[src/rtl/pe_matrix_sched_if.sv]
// Descriptor, column/guard control and matrix configuration bundle for pe_matrix_sched.
// master = scheduler side, slave = layer controller / PE matrix side.
interface pe_matrix_sched_if #(
  parameter int NUM_COL = 4
);
  logic               layer_valid;
  logic               layer_ready;
  logic [7:0]         w_num_i;
  logic [7:0]         h_num_i;
  logic [7:0]         c_num_i;
  logic               kernel_mode_i;
  logic               bit_mode_i;
  logic               is_diff_i;
  logic               is_first_i;
  logic [NUM_COL-1:0] col_ctrl_valid;
  logic [NUM_COL-1:0] col_ctrl_ready;
  logic [NUM_COL-1:0] col_ctrl_finish;
  logic               guard_ctrl_valid;
  logic               guard_ctrl_ready;
  logic               guard_ctrl_finish;
  logic [7:0]         w_num_o;
  logic [7:0]         h_num_o;
  logic [7:0]         c_num_o;
  logic               is_diff_o;
  logic               is_first_o;
  logic [NUM_COL-1:0] kernel_mode_o;
  logic [NUM_COL-1:0] bit_mode_o;
  logic [7:0]         pass_idx;
  logic               busy;
  logic               layer_done;

  modport master (
    input  layer_valid, w_num_i, h_num_i, c_num_i,
           kernel_mode_i, bit_mode_i, is_diff_i, is_first_i,
           col_ctrl_ready, col_ctrl_finish, guard_ctrl_ready, guard_ctrl_finish,
    output layer_ready, col_ctrl_valid, guard_ctrl_valid,
           w_num_o, h_num_o, c_num_o, is_diff_o, is_first_o,
           kernel_mode_o, bit_mode_o, pass_idx, busy, layer_done
  );

  modport slave (
    output layer_valid, w_num_i, h_num_i, c_num_i,
           kernel_mode_i, bit_mode_i, is_diff_i, is_first_i,
           col_ctrl_ready, col_ctrl_finish, guard_ctrl_ready, guard_ctrl_finish,
    input  layer_ready, col_ctrl_valid, guard_ctrl_valid,
           w_num_o, h_num_o, c_num_o, is_diff_o, is_first_o,
           kernel_mode_o, bit_mode_o, pass_idx, busy, layer_done
  );
endinterface

[src/rtl/pe_matrix_sched.sv]
// Layer scheduler: launches the fm/guard generator once, then runs channel passes of up to
// NUM_COL columns. Define SCHED_PERF_CNT_EN to add the perf_cycles busy-cycle counter.
//
// state        | meaning
// IDLE         | waiting for a layer descriptor (layer_ready high)
// GUARD_LAUNCH | requesting the fm/guard generator
// COL_LAUNCH   | requesting the masked columns of the current pass
// COL_WAIT     | waiting for every masked column to report finish
// GUARD_WAIT   | all passes done, waiting for generator finish
// DONE         | one-cycle layer_done pulse
module pe_matrix_sched #(
  parameter int NUM_COL = 4
) (
  input  logic              clk,
  input  logic              rst_n,
  pe_matrix_sched_if.master sif
`ifdef SCHED_PERF_CNT_EN
  ,
  output logic [31:0]       perf_cycles
`endif
);

  typedef enum logic [2:0] {
    IDLE, GUARD_LAUNCH, COL_LAUNCH, COL_WAIT, GUARD_WAIT, DONE
  } state_t;

  state_t             state_q, state_d;
  logic [7:0]         remaining_q, rem_next, take;
  logic [7:0]         pass_idx_q;
  logic [NUM_COL-1:0] mask_q, mask_next, hs_q, fin_q, col_valid;
  logic               gfin_q;
  logic               accept, pass_done, pass_start;

  logic [7:0]         w_num_q, h_num_q, c_num_q;
  logic               is_diff_q, is_first_q;
  logic [NUM_COL-1:0] kernel_mode_q, bit_mode_q;

  // Columns used by the current pass; bounded by remaining so remaining never underflows.
  assign take = (remaining_q > 8'(NUM_COL)) ? 8'(NUM_COL) : remaining_q;

  always_comb begin
    for (int j = 0; j < NUM_COL; j++) begin
      mask_next[j] = (8'(j) < rem_next);
    end
  end

  always_ff @(posedge clk or negedge rst_n) begin
    if (!rst_n) state_q <= IDLE;
    else        state_q <= state_d;
  end

  always_comb begin
    state_d              = state_q;
    col_valid            = '0;
    accept               = 1'b0;
    pass_done            = 1'b0;
    pass_start           = 1'b0;
    rem_next             = remaining_q;
    sif.layer_ready      = 1'b0;
    sif.guard_ctrl_valid = 1'b0;
    sif.busy             = 1'b1;
    sif.layer_done       = 1'b0;
    case (state_q)
      IDLE: begin
        sif.layer_ready = 1'b1;
        sif.busy        = 1'b0;
        if (sif.layer_valid) begin
          accept   = 1'b1;
          rem_next = sif.c_num_i;
          state_d  = (sif.c_num_i == 8'd0) ? DONE : GUARD_LAUNCH;
        end
      end
      GUARD_LAUNCH: begin
        sif.guard_ctrl_valid = 1'b1;
        if (sif.guard_ctrl_ready) begin
          pass_start = 1'b1;
          state_d    = COL_LAUNCH;
        end
      end
      COL_LAUNCH: begin
        col_valid = mask_q & ~hs_q;
        if (((hs_q | (col_valid & sif.col_ctrl_ready)) & mask_q) == mask_q) state_d = COL_WAIT;
      end
      COL_WAIT: begin
        if ((fin_q & mask_q) == mask_q) begin
          pass_done = 1'b1;
          rem_next  = remaining_q - take;
          if (rem_next != 8'd0) begin
            pass_start = 1'b1;
            state_d    = COL_LAUNCH;
          end else begin
            state_d    = GUARD_WAIT;
          end
        end
      end
      GUARD_WAIT: begin
        if (gfin_q) state_d = DONE;
      end
      DONE: begin
        sif.layer_done = 1'b1;
        state_d        = IDLE;
      end
      default: state_d = IDLE;
    endcase
  end

  assign sif.col_ctrl_valid = col_valid;

  always_ff @(posedge clk or negedge rst_n) begin
    if (!rst_n) begin
      remaining_q   <= '0;
      pass_idx_q    <= '0;
      mask_q        <= '0;
      hs_q          <= '0;
      fin_q         <= '0;
      gfin_q        <= 1'b0;
      w_num_q       <= '0;
      h_num_q       <= '0;
      c_num_q       <= '0;
      is_diff_q     <= 1'b0;
      is_first_q    <= 1'b0;
      kernel_mode_q <= '0;
      bit_mode_q    <= '0;
    end else begin
      if (accept) begin
        remaining_q   <= sif.c_num_i;
        pass_idx_q    <= '0;
        w_num_q       <= sif.w_num_i;
        h_num_q       <= sif.h_num_i;
        c_num_q       <= sif.c_num_i;
        is_diff_q     <= sif.is_diff_i;
        is_first_q    <= sif.is_first_i;
        kernel_mode_q <= {NUM_COL{sif.kernel_mode_i}};
        bit_mode_q    <= {NUM_COL{sif.bit_mode_i}};
      end
      if (pass_done) begin
        remaining_q <= rem_next;
        pass_idx_q  <= pass_idx_q + 8'd1;
      end
      if (pass_start) begin
        mask_q <= mask_next;
        hs_q   <= '0;
        fin_q  <= '0;
      end else begin
        if (state_q == COL_LAUNCH) hs_q <= hs_q | (col_valid & sif.col_ctrl_ready);
        // Finish may land while other columns are still handshaking, or together with ready.
        if (state_q == COL_LAUNCH || state_q == COL_WAIT)
          fin_q <= fin_q | (sif.col_ctrl_finish & mask_q);
      end
      if ((state_q == COL_LAUNCH || state_q == COL_WAIT || state_q == GUARD_WAIT) &&
          sif.guard_ctrl_finish)
        gfin_q <= 1'b1;
      if (state_q == DONE) begin
        gfin_q <= 1'b0;
        fin_q  <= '0;
        hs_q   <= '0;
        mask_q <= '0;
      end
    end
  end

  assign sif.pass_idx      = pass_idx_q;
  assign sif.w_num_o       = w_num_q;
  assign sif.h_num_o       = h_num_q;
  assign sif.c_num_o       = c_num_q;
  assign sif.is_diff_o     = is_diff_q;
  assign sif.is_first_o    = is_first_q;
  assign sif.kernel_mode_o = kernel_mode_q;
  assign sif.bit_mode_o    = bit_mode_q;

`ifdef SCHED_PERF_CNT_EN
  always_ff @(posedge clk or negedge rst_n) begin
    if (!rst_n)                                           perf_cycles <= '0;
    else if (accept)                                      perf_cycles <= '0;
    else if (state_q != IDLE && perf_cycles != '1)        perf_cycles <= perf_cycles + 32'd1;
  end
`endif

endmodule

[src/flat_wrapper.sv]
// flat-port wrapper written by rule: the top's interface ports become plain ports
module pe_matrix_sched_flat 
#(
  parameter int NUM_COL = 4
)
  (clk, rst_n, sif_layer_valid, sif_w_num_i, sif_h_num_i, sif_c_num_i, sif_kernel_mode_i, sif_bit_mode_i, sif_is_diff_i, sif_is_first_i, sif_col_ctrl_ready, sif_col_ctrl_finish, sif_guard_ctrl_ready, sif_guard_ctrl_finish, sif_layer_ready, sif_col_ctrl_valid, sif_guard_ctrl_valid, sif_w_num_o, sif_h_num_o, sif_c_num_o, sif_is_diff_o, sif_is_first_o, sif_kernel_mode_o, sif_bit_mode_o, sif_pass_idx, sif_busy, sif_layer_done);
  pe_matrix_sched_if #(.NUM_COL(NUM_COL)) sif_i ();
  input  logic clk;
  input  logic rst_n;
  input wire logic [$bits(sif_i.layer_valid)-1:0] sif_layer_valid;
  input wire logic [$bits(sif_i.w_num_i)-1:0] sif_w_num_i;
  input wire logic [$bits(sif_i.h_num_i)-1:0] sif_h_num_i;
  input wire logic [$bits(sif_i.c_num_i)-1:0] sif_c_num_i;
  input wire logic [$bits(sif_i.kernel_mode_i)-1:0] sif_kernel_mode_i;
  input wire logic [$bits(sif_i.bit_mode_i)-1:0] sif_bit_mode_i;
  input wire logic [$bits(sif_i.is_diff_i)-1:0] sif_is_diff_i;
  input wire logic [$bits(sif_i.is_first_i)-1:0] sif_is_first_i;
  input wire logic [$bits(sif_i.col_ctrl_ready)-1:0] sif_col_ctrl_ready;
  input wire logic [$bits(sif_i.col_ctrl_finish)-1:0] sif_col_ctrl_finish;
  input wire logic [$bits(sif_i.guard_ctrl_ready)-1:0] sif_guard_ctrl_ready;
  input wire logic [$bits(sif_i.guard_ctrl_finish)-1:0] sif_guard_ctrl_finish;
  output wire logic [$bits(sif_i.layer_ready)-1:0] sif_layer_ready;
  output wire logic [$bits(sif_i.col_ctrl_valid)-1:0] sif_col_ctrl_valid;
  output wire logic [$bits(sif_i.guard_ctrl_valid)-1:0] sif_guard_ctrl_valid;
  output wire logic [$bits(sif_i.w_num_o)-1:0] sif_w_num_o;
  output wire logic [$bits(sif_i.h_num_o)-1:0] sif_h_num_o;
  output wire logic [$bits(sif_i.c_num_o)-1:0] sif_c_num_o;
  output wire logic [$bits(sif_i.is_diff_o)-1:0] sif_is_diff_o;
  output wire logic [$bits(sif_i.is_first_o)-1:0] sif_is_first_o;
  output wire logic [$bits(sif_i.kernel_mode_o)-1:0] sif_kernel_mode_o;
  output wire logic [$bits(sif_i.bit_mode_o)-1:0] sif_bit_mode_o;
  output wire logic [$bits(sif_i.pass_idx)-1:0] sif_pass_idx;
  output wire logic [$bits(sif_i.busy)-1:0] sif_busy;
  output wire logic [$bits(sif_i.layer_done)-1:0] sif_layer_done;
  assign sif_i.layer_valid = sif_layer_valid;
  assign sif_i.w_num_i = sif_w_num_i;
  assign sif_i.h_num_i = sif_h_num_i;
  assign sif_i.c_num_i = sif_c_num_i;
  assign sif_i.kernel_mode_i = sif_kernel_mode_i;
  assign sif_i.bit_mode_i = sif_bit_mode_i;
  assign sif_i.is_diff_i = sif_is_diff_i;
  assign sif_i.is_first_i = sif_is_first_i;
  assign sif_i.col_ctrl_ready = sif_col_ctrl_ready;
  assign sif_i.col_ctrl_finish = sif_col_ctrl_finish;
  assign sif_i.guard_ctrl_ready = sif_guard_ctrl_ready;
  assign sif_i.guard_ctrl_finish = sif_guard_ctrl_finish;
  assign sif_layer_ready = sif_i.layer_ready;
  assign sif_col_ctrl_valid = sif_i.col_ctrl_valid;
  assign sif_guard_ctrl_valid = sif_i.guard_ctrl_valid;
  assign sif_w_num_o = sif_i.w_num_o;
  assign sif_h_num_o = sif_i.h_num_o;
  assign sif_c_num_o = sif_i.c_num_o;
  assign sif_is_diff_o = sif_i.is_diff_o;
  assign sif_is_first_o = sif_i.is_first_o;
  assign sif_kernel_mode_o = sif_i.kernel_mode_o;
  assign sif_bit_mode_o = sif_i.bit_mode_o;
  assign sif_pass_idx = sif_i.pass_idx;
  assign sif_busy = sif_i.busy;
  assign sif_layer_done = sif_i.layer_done;
  pe_matrix_sched #(.NUM_COL(NUM_COL)) u_core (.clk(clk), .rst_n(rst_n), .sif(sif_i));
endmodule
[config.mk]
export PLATFORM = sky130hd
export DESIGN_NAME = pe_matrix_sched_flat
export DESIGN_NICKNAME = d
export VERILOG_FILES = /design/src/rtl/pe_matrix_sched_if.sv /design/src/rtl/pe_matrix_sched.sv /design/src/flat_wrapper.sv
export SDC_FILE = /design/constraint.sdc
export NUM_CORES = 1
export LEC_CHECK = 0
export BUFFER_PORTS_ARGS = -buffer_cell sky130_fd_sc_hd__buf_2
export CAP_MARGIN = 20
export CORE_MARGIN = 3
export CORE_UTILIZATION = 55
export CTS_CLUSTER_SIZE = 10
export DETAILED_ROUTE_END_ITERATION = 10
export PLACE_DENSITY = 0.85
export SLEW_MARGIN = 0
export SYNTH_ARGS = -nofsm -noshare
export SYNTH_HDL_FRONTEND = slang
export SYNTH_SLANG_ARGS = --single-unit
[constraint.sdc]
create_clock -name clk -period 5.5 [get_ports clk]
set_input_delay 0.825 -clock clk [delete_from_list [all_inputs] [get_ports clk]]
set_output_delay 0.825 -clock clk [all_outputs]
set_load 0.01 [all_outputs]
==> flow_metrics.tcl, run 1 <==
set metrics [dict create \
    critPathRequiredTime_ns 5.71 \
    worstReg2RegStart "u_core.remaining_q[4]" \
    ys.flop_type "dfrtp_1" \
    synthesis.instances 341 \
    synth_area_um2 2980 \
    dieArea_um2 6338 \
    vias 2861 \
    dp_worst_setup_slack_ns 2.170 \
    synth_compound_area_frac 0.1713 \
    synth-seq-area-share 0.5038 \
    ys_warn_count 0 \
    clockBufferDepth 2 \
    antenna_found_initial 0 \
    final_cell_mix "103 x nand2_1, 90 x buf_2, 60 x dfrtp_1" \
    path_class "reg2reg" \
    n_antenna_cell 0 \
    ys_ff_latch 60 \
    async_flop_share 1.000 \
    cts_hold_buf 0 \
    io_pins 91 \
    p_per_area_nw_per_um2 607.7 \
    reg2reg_depth 10 \
    min_from "u_core.sif.c_num_o[7]" \
    end_kind "flip-flop" \
    synth_fp_nets 384 \
    clock_sinks 60 \
    tightest_slew_ns 0.9897 \
    drv_slew 0 \
    ir_drop_mv 0.3264 \
    synth-edff-count 0 \
    fin_worst_skew_ns 0.01196 \
    drt_wl_total_um 7796 \
    cts_max_level 3 \
    hold_end "u_core.sif.c_num_o[7]" \
    timing.rr.end "u_core.mask_q[2]" \
    synth_mux_area_frac 0.006717 \
    rows 26 \
    finalCritPeriodShare 0.5577 \
    routabilityCongestion 0.9199 \
    ctsResizeCount 0 \
    instances_no_fill 496 \
    fmax_mhz 326.0 \
    first_iter_violations 186 \
    ys_types 54 \
    whs_path_depth 2 \
    io_buffers 90 \
    final_common_cell "nand2_1" \
    post-route-min-period_ns 3.068 \
    clk_pin_slew_ns 0.07 \
    placedCellCount 481 \
    cts_buffers 9 \
    slew_headroom 0.3402 \
    place_area_um2 3410 \
    r2r_slack_ns 2.43 \
    dp_hpwl_um 5704 \
    area_growth_pct 20.57 \
    die_x_um 79.61 \
    core_um2 5172 \
    setup-violations-final 0 \
    grt_pass1_vias 2683 \
    globalRoute.totalOverflow 0 \
    grt_pass1_wl_um 12360 \
    cts_tree "done" \
    final.setup.tns_ns 0 \
    drive_gt1_frac 0.2723 \
    synth_simple_gate_area_share 0.2590 \
    vias_per_cell 5.768 \
    synth_top_family_by_area "simple AND/OR/NAND/NOR gates" \
    stdcell_area_um2 3593 \
    dr.pass1.iters 6 \
    clk_latency_ns 0.33 \
    syn_area_per_cell_um2 8.740 \
    num-nets-final 466 \
    crit_arrival_ns 3.27 \
    grt_max_degree 61 \
    p_total_uw 2184 \
    start_kind "flip-flop" \
    hp-class "reg2reg" \
    drv_cap 0 \
    detail_route.drc_violations 0 \
    synthAdderAreaFrac 0.008396 \
    synth-xor-area-share 0.002939 \
    path_max_fanout 11 \
    hold_viol_final 0 \
    p_leak_uw 0.001874 \
    clockRootBuffer "clkbuf_8" \
    wire_per_inst_um 15.72 \
    initial_core_util 0.5762 \
    status "finished, final reports clean" \
    rsz0062_at_grt "no" \
    die_y_um 79.61 \
    track_usage 0.2510 \
    ant_nets 0 \
    postCtsSetupBuffers 0 \
    setup_ws_ns 2.432 \
]
worst max-delay path by stage:
stage                                startpoint          endpoint  slack [ns]  depth (start not counted)
after detailed placement        sif_layer_valid  u_core.mask_q[0]        2.17                          8
after global placement          sif_layer_valid  u_core.mask_q[0]        2.30                          8
final                     u_core.remaining_q[4]  u_core.mask_q[2]        2.43                         10
after floorplan           u_core.remaining_q[7]  u_core.mask_q[2]        2.87                         10
after CTS                 u_core.remaining_q[4]  u_core.mask_q[2]        2.51                         10
after global routing          u_core.state_q[0]  u_core.mask_q[0]        2.26                          7
sequential cells by signal, indices dropped and copies added (netlist names):
name / cells
u_core.sif.kernel_mode_o: 1
u_core.sif.c_num_o: 8
u_core.sif.h_num_o: 8
u_core.sif.bit_mode_o: 1
u_core.remaining_q: 8
u_core.sif.is_first_o: 1
u_core.sif.pass_idx: 8
u_core.mask_q: 4
u_core.gfin_q: 1
u_core.sif.w_num_o: 8
u_core.hs_q: 4
u_core.fin_q: 4
u_core.state_q: 3
u_core.sif.is_diff_o: 1
where the power goes:
part	switching (uW)	leakage (uW)	internal, uW	total [uW]
clock	160	0.0000848	168	329
sequential	209	0.000745	639	849
combinational	598	0.00104	408	1010
synthesized netlist by cell type, types with 4 or more instances:
| library cell | instances | share of area |
|---|---|---|
| o21ai_0 | 11 | 0.018 |
| a21oi_1 | 13 | 0.022 |
| dfrtp_1 | 60 | 0.50 |
| a31oi_1 | 9 | 0.019 |
| nand2b_1 | 4 | 0.0084 |
| clkbuf_1 | 6 | 0.0076 |
| buf_2 | 6 | 0.010 |
| nand3_1 | 8 | 0.013 |
| nor3_1 | 4 | 0.0067 |
| nor2_1 | 31 | 0.039 |
| nor4_1 | 4 | 0.0084 |
| buf_4 | 6 | 0.015 |
| a21o_1 | 5 | 0.013 |
| inv_1 | 4 | 0.0050 |
| nand2_1 | 103 | 0.13 |
per-stage QoR:
stage | hold WS (ns) | utilization
after floorplan | 0.4540 | -
after global placement | 0.4530 | 0.6592
after detailed placement | 0.4600 | 0.6592
after CTS | 0.4753 | 0.6894
after global routing | 0.4822 | 0.6947
final | 0.4729 | 0.6947
routing by layer:
metal  vias to the layer above  GRT usage  wire length [um]  part of all wire
li1                       1353          -                 -                 -
met1                      1332     0.3192              3319              0.43
met2                       150     0.4124              3673              0.47
met3                        26    0.06208               638             0.082
met4                         0    0.09622               164             0.021
met5                         -          0                 0                 0
cell families (layout without fill, tap and decap cells):
logic type | Yosys count | after routing
other cells | 1 | 1
compound gates | 73 | 73
buf+inv | 27 | 112
mux | 2 | 2
flops | 60 | 60
fa+ha+maj | 2 | 2
xor+xnor | 1 | 1
simple gates | 175 | 175
layout make-up:
cell class	instances	area [um^2]
repair buffers	92	485.5
inverters	6	22.52
clock inverters	3	15.01
fillers	419	1579
clock buffers	11	141.4
well taps	70	87.58
multi-input cells	254	1340
flip-flops and latches	60	1501
critical path, cell delays in order (launching register included):
cell and delay, ns:
dfrtp_1 0.51, or4_1 0.56, o21ai_0 0.21, ha_1 0.30, inv_1 0.09, nor3_1 0.33
nor3_1 0.13, o21ai_2 0.18, a21boi_2 0.24, a21oi_1 0.08, a221o_1 0.30
Power figures use the tool's default switching activity.
==> run 2: changes to the inputs <==
Settings changed: CORE_UTILIZATION 55 to 46, PLACE_DENSITY 0.85 to 0.76.
Clock period 5.5 ns to 2.6 ns, I/O delays scaled along.
==> flow_metrics.tcl, run 2 (same netlist as run 1, synthesis figures left out) <==
set metrics [dict create \
    end_kind "flip-flop" \
    top_layer_used "met4" \
    drt_wl_total_um 8170 \
    setup_ws_ns -0.01565 \
    fin_hold_ws_ns 0.06644 \
    core_um2 6096 \
    p_total_uw 5303 \
    routabilityCongestion 0.9047 \
    cts_tree "done" \
    critical_path.max_stage_delay_ns 0.57 \
    clkPwrFrac 0.165 \
    drv_slew 0 \
    area_growth_pct 32.62 \
    globalRoute.totalOverflow 0 \
    start_kind "flip-flop" \
    path_class "reg2reg" \
    first_iter_violations 212 \
    dp_hpwl_um 5849 \
    die_x_um 86.49 \
    hold_viol_final 0 \
    clockBufferDepth 2 \
    crit_arrival_ns 2.84 \
    finalCritPeriodShare 1.006 \
    path_max_fanout 3 \
    post-route-min-period_ns 2.616 \
    p_seq_frac 0.311 \
    crit_slowest_cell "or4_4" \
    dieArea_um2 7481 \
    track_usage 0.2247 \
    p_per_area_nw_per_um2 1342 \
    final_common_cell "nand2_1" \
    met3WireLength_um 619 \
    violations "negative setup slack" \
    rows 28 \
    wl_met1_um 3524 \
    met2WireLength_um 3860 \
    p_sw_frac 0.4205 \
    ant_nets 0 \
    clock_sinks 60 \
    drv_cap 0 \
    switchingPower_uw 2230 \
    comb_power_share 0.524 \
    dp_worst_setup_slack_ns -0.1680 \
    antenna_found_initial 0 \
    cts_max_level 3 \
    detail_route.drc_violations 0 \
    grt_pass1_wl_um 13220 \
    cts_buffers 9 \
    tightest_slew_ns 0.6664 \
    fin_worst_skew_ns 0.008547 \
    cts_hold_buf 0 \
    final_cell_mix "103 x nand2_1, 90 x buf_2, 60 x dfrtp_1" \
    critPathRequiredTime_ns 2.82 \
    vias 2927 \
    setup-violations-final 1 \
    clk_latency_ns 0.34 \
    status "finished, violations left" \
    n_antenna_cell 0 \
    rsz0062_at_grt "yes" \
    num-nets-final 498 \
    p_leak_uw 0.002057 \
    wire_per_inst_um 15.27 \
    vias_per_cell 5.471 \
    io_buffers 90 \
    initial_core_util 0.4889 \
    drive_gt1_frac 0.3500 \
    finish.utilization 0.6484 \
    slew_headroom 0.5546 \
    grt_pass1_vias 2814 \
    clk_pin_slew_ns 0.08 \
    worstPathCellList "or4_4 > o21ai_4 > ha_4 > nor4_4 > nand4_1 > o21ai_2 > a21boi_4 > a21oi_2 > a221o_1" \
    hp-class "in2async" \
    grt_max_degree 31 \
    ir_drop_mv 0.6142 \
    clockRootBuffer "clkbuf_8" \
    intPower_uw 3073 \
    io_pins 91 \
    dr.pass1.iters 5 \
    fmax_mhz 382.3 \
    die_y_um 86.49 \
]
==> run 2: critical path, delay by kind of cell, from the launching register on <==
family / cells / cell delay [ns]
AOI/OAI and AO/OA: 5 / 0.96
adders and majority gates: 1 / 0.22
DFF: 1 / 0.38
and+or+nand+nor: 3 / 0.94
==> run 2: path summary, 6_finish.rpt <==
| kind | slack [ns] | cells after the start | from | end |
|---|---|---|---|---|
| setup / recovery | -0.02 | 9 | u_core.remaining_q[7] | u_core.mask_q[2] |
| min in group clk | 0.23 | 3 | sif_w_num_i[5] | u_core.sif.w_num_o[5] |
| max in group asynchronous | 2.23 | 2 | rst_n | u_core.fin_q[0] |
| hold / removal | 0.07 | 2 | rst_n | u_core.sif.kernel_mode_o[0] |
| setup reg to reg | -0.02 | 9 | u_core.remaining_q[7] | u_core.mask_q[2] |
| hold reg to reg | 0.47 | 2 | u_core.sif.h_num_o[0] | u_core.sif.h_num_o[0] |
==> run 2: layout make-up <==
type	instances	area (um^2)
Clock buffer	12	155.1
Clock inverter	4	47.55
Fill cell	519	2143
Inverter	6	22.52
Multi-Input combinational cell	254	1426
Sequential cell	60	1501
Tap cell	75	93.84
Timing Repair Buffer	124	705.7
==> run 2: metrics by stage <==
step / cell area (um^2) / cells / TNS (ns)
after detailed placement: 3643 / 516 / -0.9554
after global routing: 3953 / 535 / -0.3350
final: 3953 / 535 / -0.01565
after floorplan: 2983 / 341 / 0
after global placement: 3643 / 516 / -0.1251
after CTS: 3889 / 533 / 0
==> run 2: power groups by stage <==
stage	sequential [uW]	clock, uW	combinational (uW)
floorplan	1750	0	1470
global placement	1640	0	2520
detailed placement	1650	0	2540
CTS	1640	878	2620
global route	1710	919	3060
finish	1650	876	2780
==> run 2: metal layers <==
layer | up-vias | global-route usage
li1 | 1409 | -
met1 | 1371 | 0.3075
met2 | 128 | 0.3567
met3 | 19 | 0.04373
met4 | 0 | 0.08074
met5 | - | 0
==> run 2: timing repair <==
item | 4_1_cts | 5_1_grt
pin swaps | 4 | 3
gates resized for setup | 8 | 9
setup endpoints to repair | 14 | 14
setup buffers | 1 | 2
==> run 3: changes to the inputs <==
Settings changed: ABC_CLOCK_PERIOD_IN_PS set to 2200, CORE_MARGIN 3 to not set.
Clock period 2.6 ns to 2.2 ns, I/O delays scaled along.
==> flow_metrics.tcl, run 3 (same netlist as run 1, synthesis figures left out) <==
set metrics [dict create \
    status "finished, violations left" \
    violations "negative setup slack" \
    wire_per_inst_um 15.15 \
    first_iter_violations 250 \
    path_class "reg2reg" \
    reg2reg_depth 10 \
    fin_worst_skew_ns 0.004675 \
    hold_viol_final 0 \
    ir_drop_mv 0.7035 \
    slew_headroom 0.3554 \
    worstPathCellList "or4_4 > o21ai_4 > ha_4 > o21a_1 > nor2_2 > nand3_2 > o211ai_1 > nor4_2 > a21oi_1 > a211o_1" \
    dp_worst_setup_slack_ns -0.6711 \
    dr.pass1.iters 4 \
    path_buf_inv 0 \
    crit_path_start "u_core.remaining_q[7]" \
    comb_power_share 0.565 \
    worstReg2RegStart "u_core.remaining_q[7]" \
    vias_per_cell 5.434 \
    cts_tree "done" \
    vias 2978 \
    setup-violations-final 14 \
    drive_gt1_frac 0.3890 \
    instances_no_fill 548 \
    drv_slew 0 \
    clockRootBuffer "clkbuf_8" \
    fmax_mhz 359.7 \
    r2r_slack_ns -0.58 \
    track_usage 0.2584 \
    end_kind "flip-flop" \
    p_per_area_nw_per_um2 1595 \
    grt_pass1_vias 2804 \
    num-nets-final 511 \
    drt_wl_total_um 8303 \
    rsz0062_at_grt "yes" \
    clockBufferDepth 2 \
    path_max_fanout 4 \
    antenna_found_initial 0 \
    io_buffers 90 \
    cts_max_level 3 \
    timing.rr.end "u_core.mask_q[0]" \
    final_common_cell "nand2_1" \
    dieArea_um2 6805 \
    place_area_um2 3734 \
    p_seq_frac 0.295 \
    initial_core_util 0.4889 \
    grt_max_degree 35 \
    die_x_um 82.49 \
    p_leak_uw 0.002113 \
    crit_slowest_cell "or4_4" \
    finalCritPeriodShare 1.264 \
    crit_end "u_core.mask_q[0]" \
    crit_arrival_ns 2.99 \
    tightest_slew_ns 0.9426 \
    area_growth_pct 37.36 \
    final_cell_mix "102 x nand2_1, 90 x buf_2, 60 x dfrtp_1" \
    start_kind "flip-flop" \
    fin_hold_ws_ns 0.0002409 \
    dp_hpwl_um 5758 \
    clock_sinks 60 \
    globalRoute.totalOverflow 0 \
    clkPwrFrac 0.140 \
    stdcell_area_um2 4094 \
    cts_buffers 9 \
    rows 28 \
    detail_route.drc_violations 0 \
    p_sw_frac 0.4284 \
    drv_cap 0 \
    grt_pass1_wl_um 13100 \
    io_pins 91 \
    clk_pin_slew_ns 0.07 \
    placedCellCount 528 \
    crit_cells 10 \
    crit_family "simple AND/OR/NAND/NOR gates" \
    clk_latency_ns 0.32 \
    ant_nets 0 \
    n_antenna_cell 0 \
    critPathRequiredTime_ns 2.41 \
    intPower_uw 3732 \
    routabilityCongestion 0.9494 \
    core_um2 6096 \
    switchingPower_uw 2797 \
    die_y_um 82.49 \
    setup_ws_ns -0.5800 \
    post-route-min-period_ns 2.780 \
    hp-class "in2async" \
    finish.utilization 0.6716 \
    critical_path.max_stage_delay_ns 0.56 \
]
[run 3: cell count changes in the layout (fill, tap and decap cells not counted), moves of 2 or more]
cell        previous run  this run
nor3_1                 3         1
buf_6                  0         2
buf_4                 34        45
nor3_2                 1         3
nor2_2                 1         4
nor2_1                31        26
nor2_4                 0         2
clkinvlp_4             1         3
[run 3: power groups by stage]
stage	clock network [uW]	registers [uW]	logic [uW]
floorplan	0	2060	1730
global placement	0	1910	3150
detailed placement	0	1920	3190
CTS	936	1910	3350
global route	981	1990	4010
finish	914	1920	3690
[run 3: worst min-delay path by stage]
stage,start,end,slack (ns),cells past startpoint
finish,rst_n,u_core.sif.h_num_o[2],0.0002,2
global route,rst_n,u_core.sif.h_num_o[7],0.03,2
CTS,rst_n,u_core.sif.h_num_o[2],0.0009,2
detailed placement,rst_n,u_core.sif.h_num_o[2],0.36,2
global placement,rst_n,u_core.sif.h_num_o[3],0.36,2
floorplan,rst_n,u_core.fin_q[0],0.03,0
[run 3: metrics by stage]
stage,total power (uW),setup TNS (ns)
after floorplan,3794,0
after global placement,5053,-4.827
after detailed placement,5112,-6.118
after CTS,6201,-4.286
after global routing,6987,-5.570
final,6529,-4.629
[run 3: timing repair]
action	in CTS	in global routing
hold buffers	0	0
gates resized for setup	13	19
setup endpoints to repair	17	15
pin swaps	19	18
buffers inserted	2	4
gates cloned	0	0
[run 3: metal layers]
layer	track usage	share of wire	wire, um	vias up
met2	0.4140	0.48	3993	130
met4	0.08448	0.016	134	0
met5	0	0	0	-
met3	0.06154	0.068	562	13
met1	0.3457	0.44	3614	1406
li1	-	-	-	1429
[run 3: final cells by class]
| cell class | instances | area [um^2] |
|---|---|---|
| timing repair buffer | 137 | 810.8 |
| multi-input combinational | 254 | 1478 |
| fill | 512 | 2002 |
| clock inverter | 5 | 36.28 |
| sequential | 60 | 1501 |
| inverter | 6 | 22.52 |
| clock buffer | 11 | 151.4 |
| tap | 75 | 93.84 |
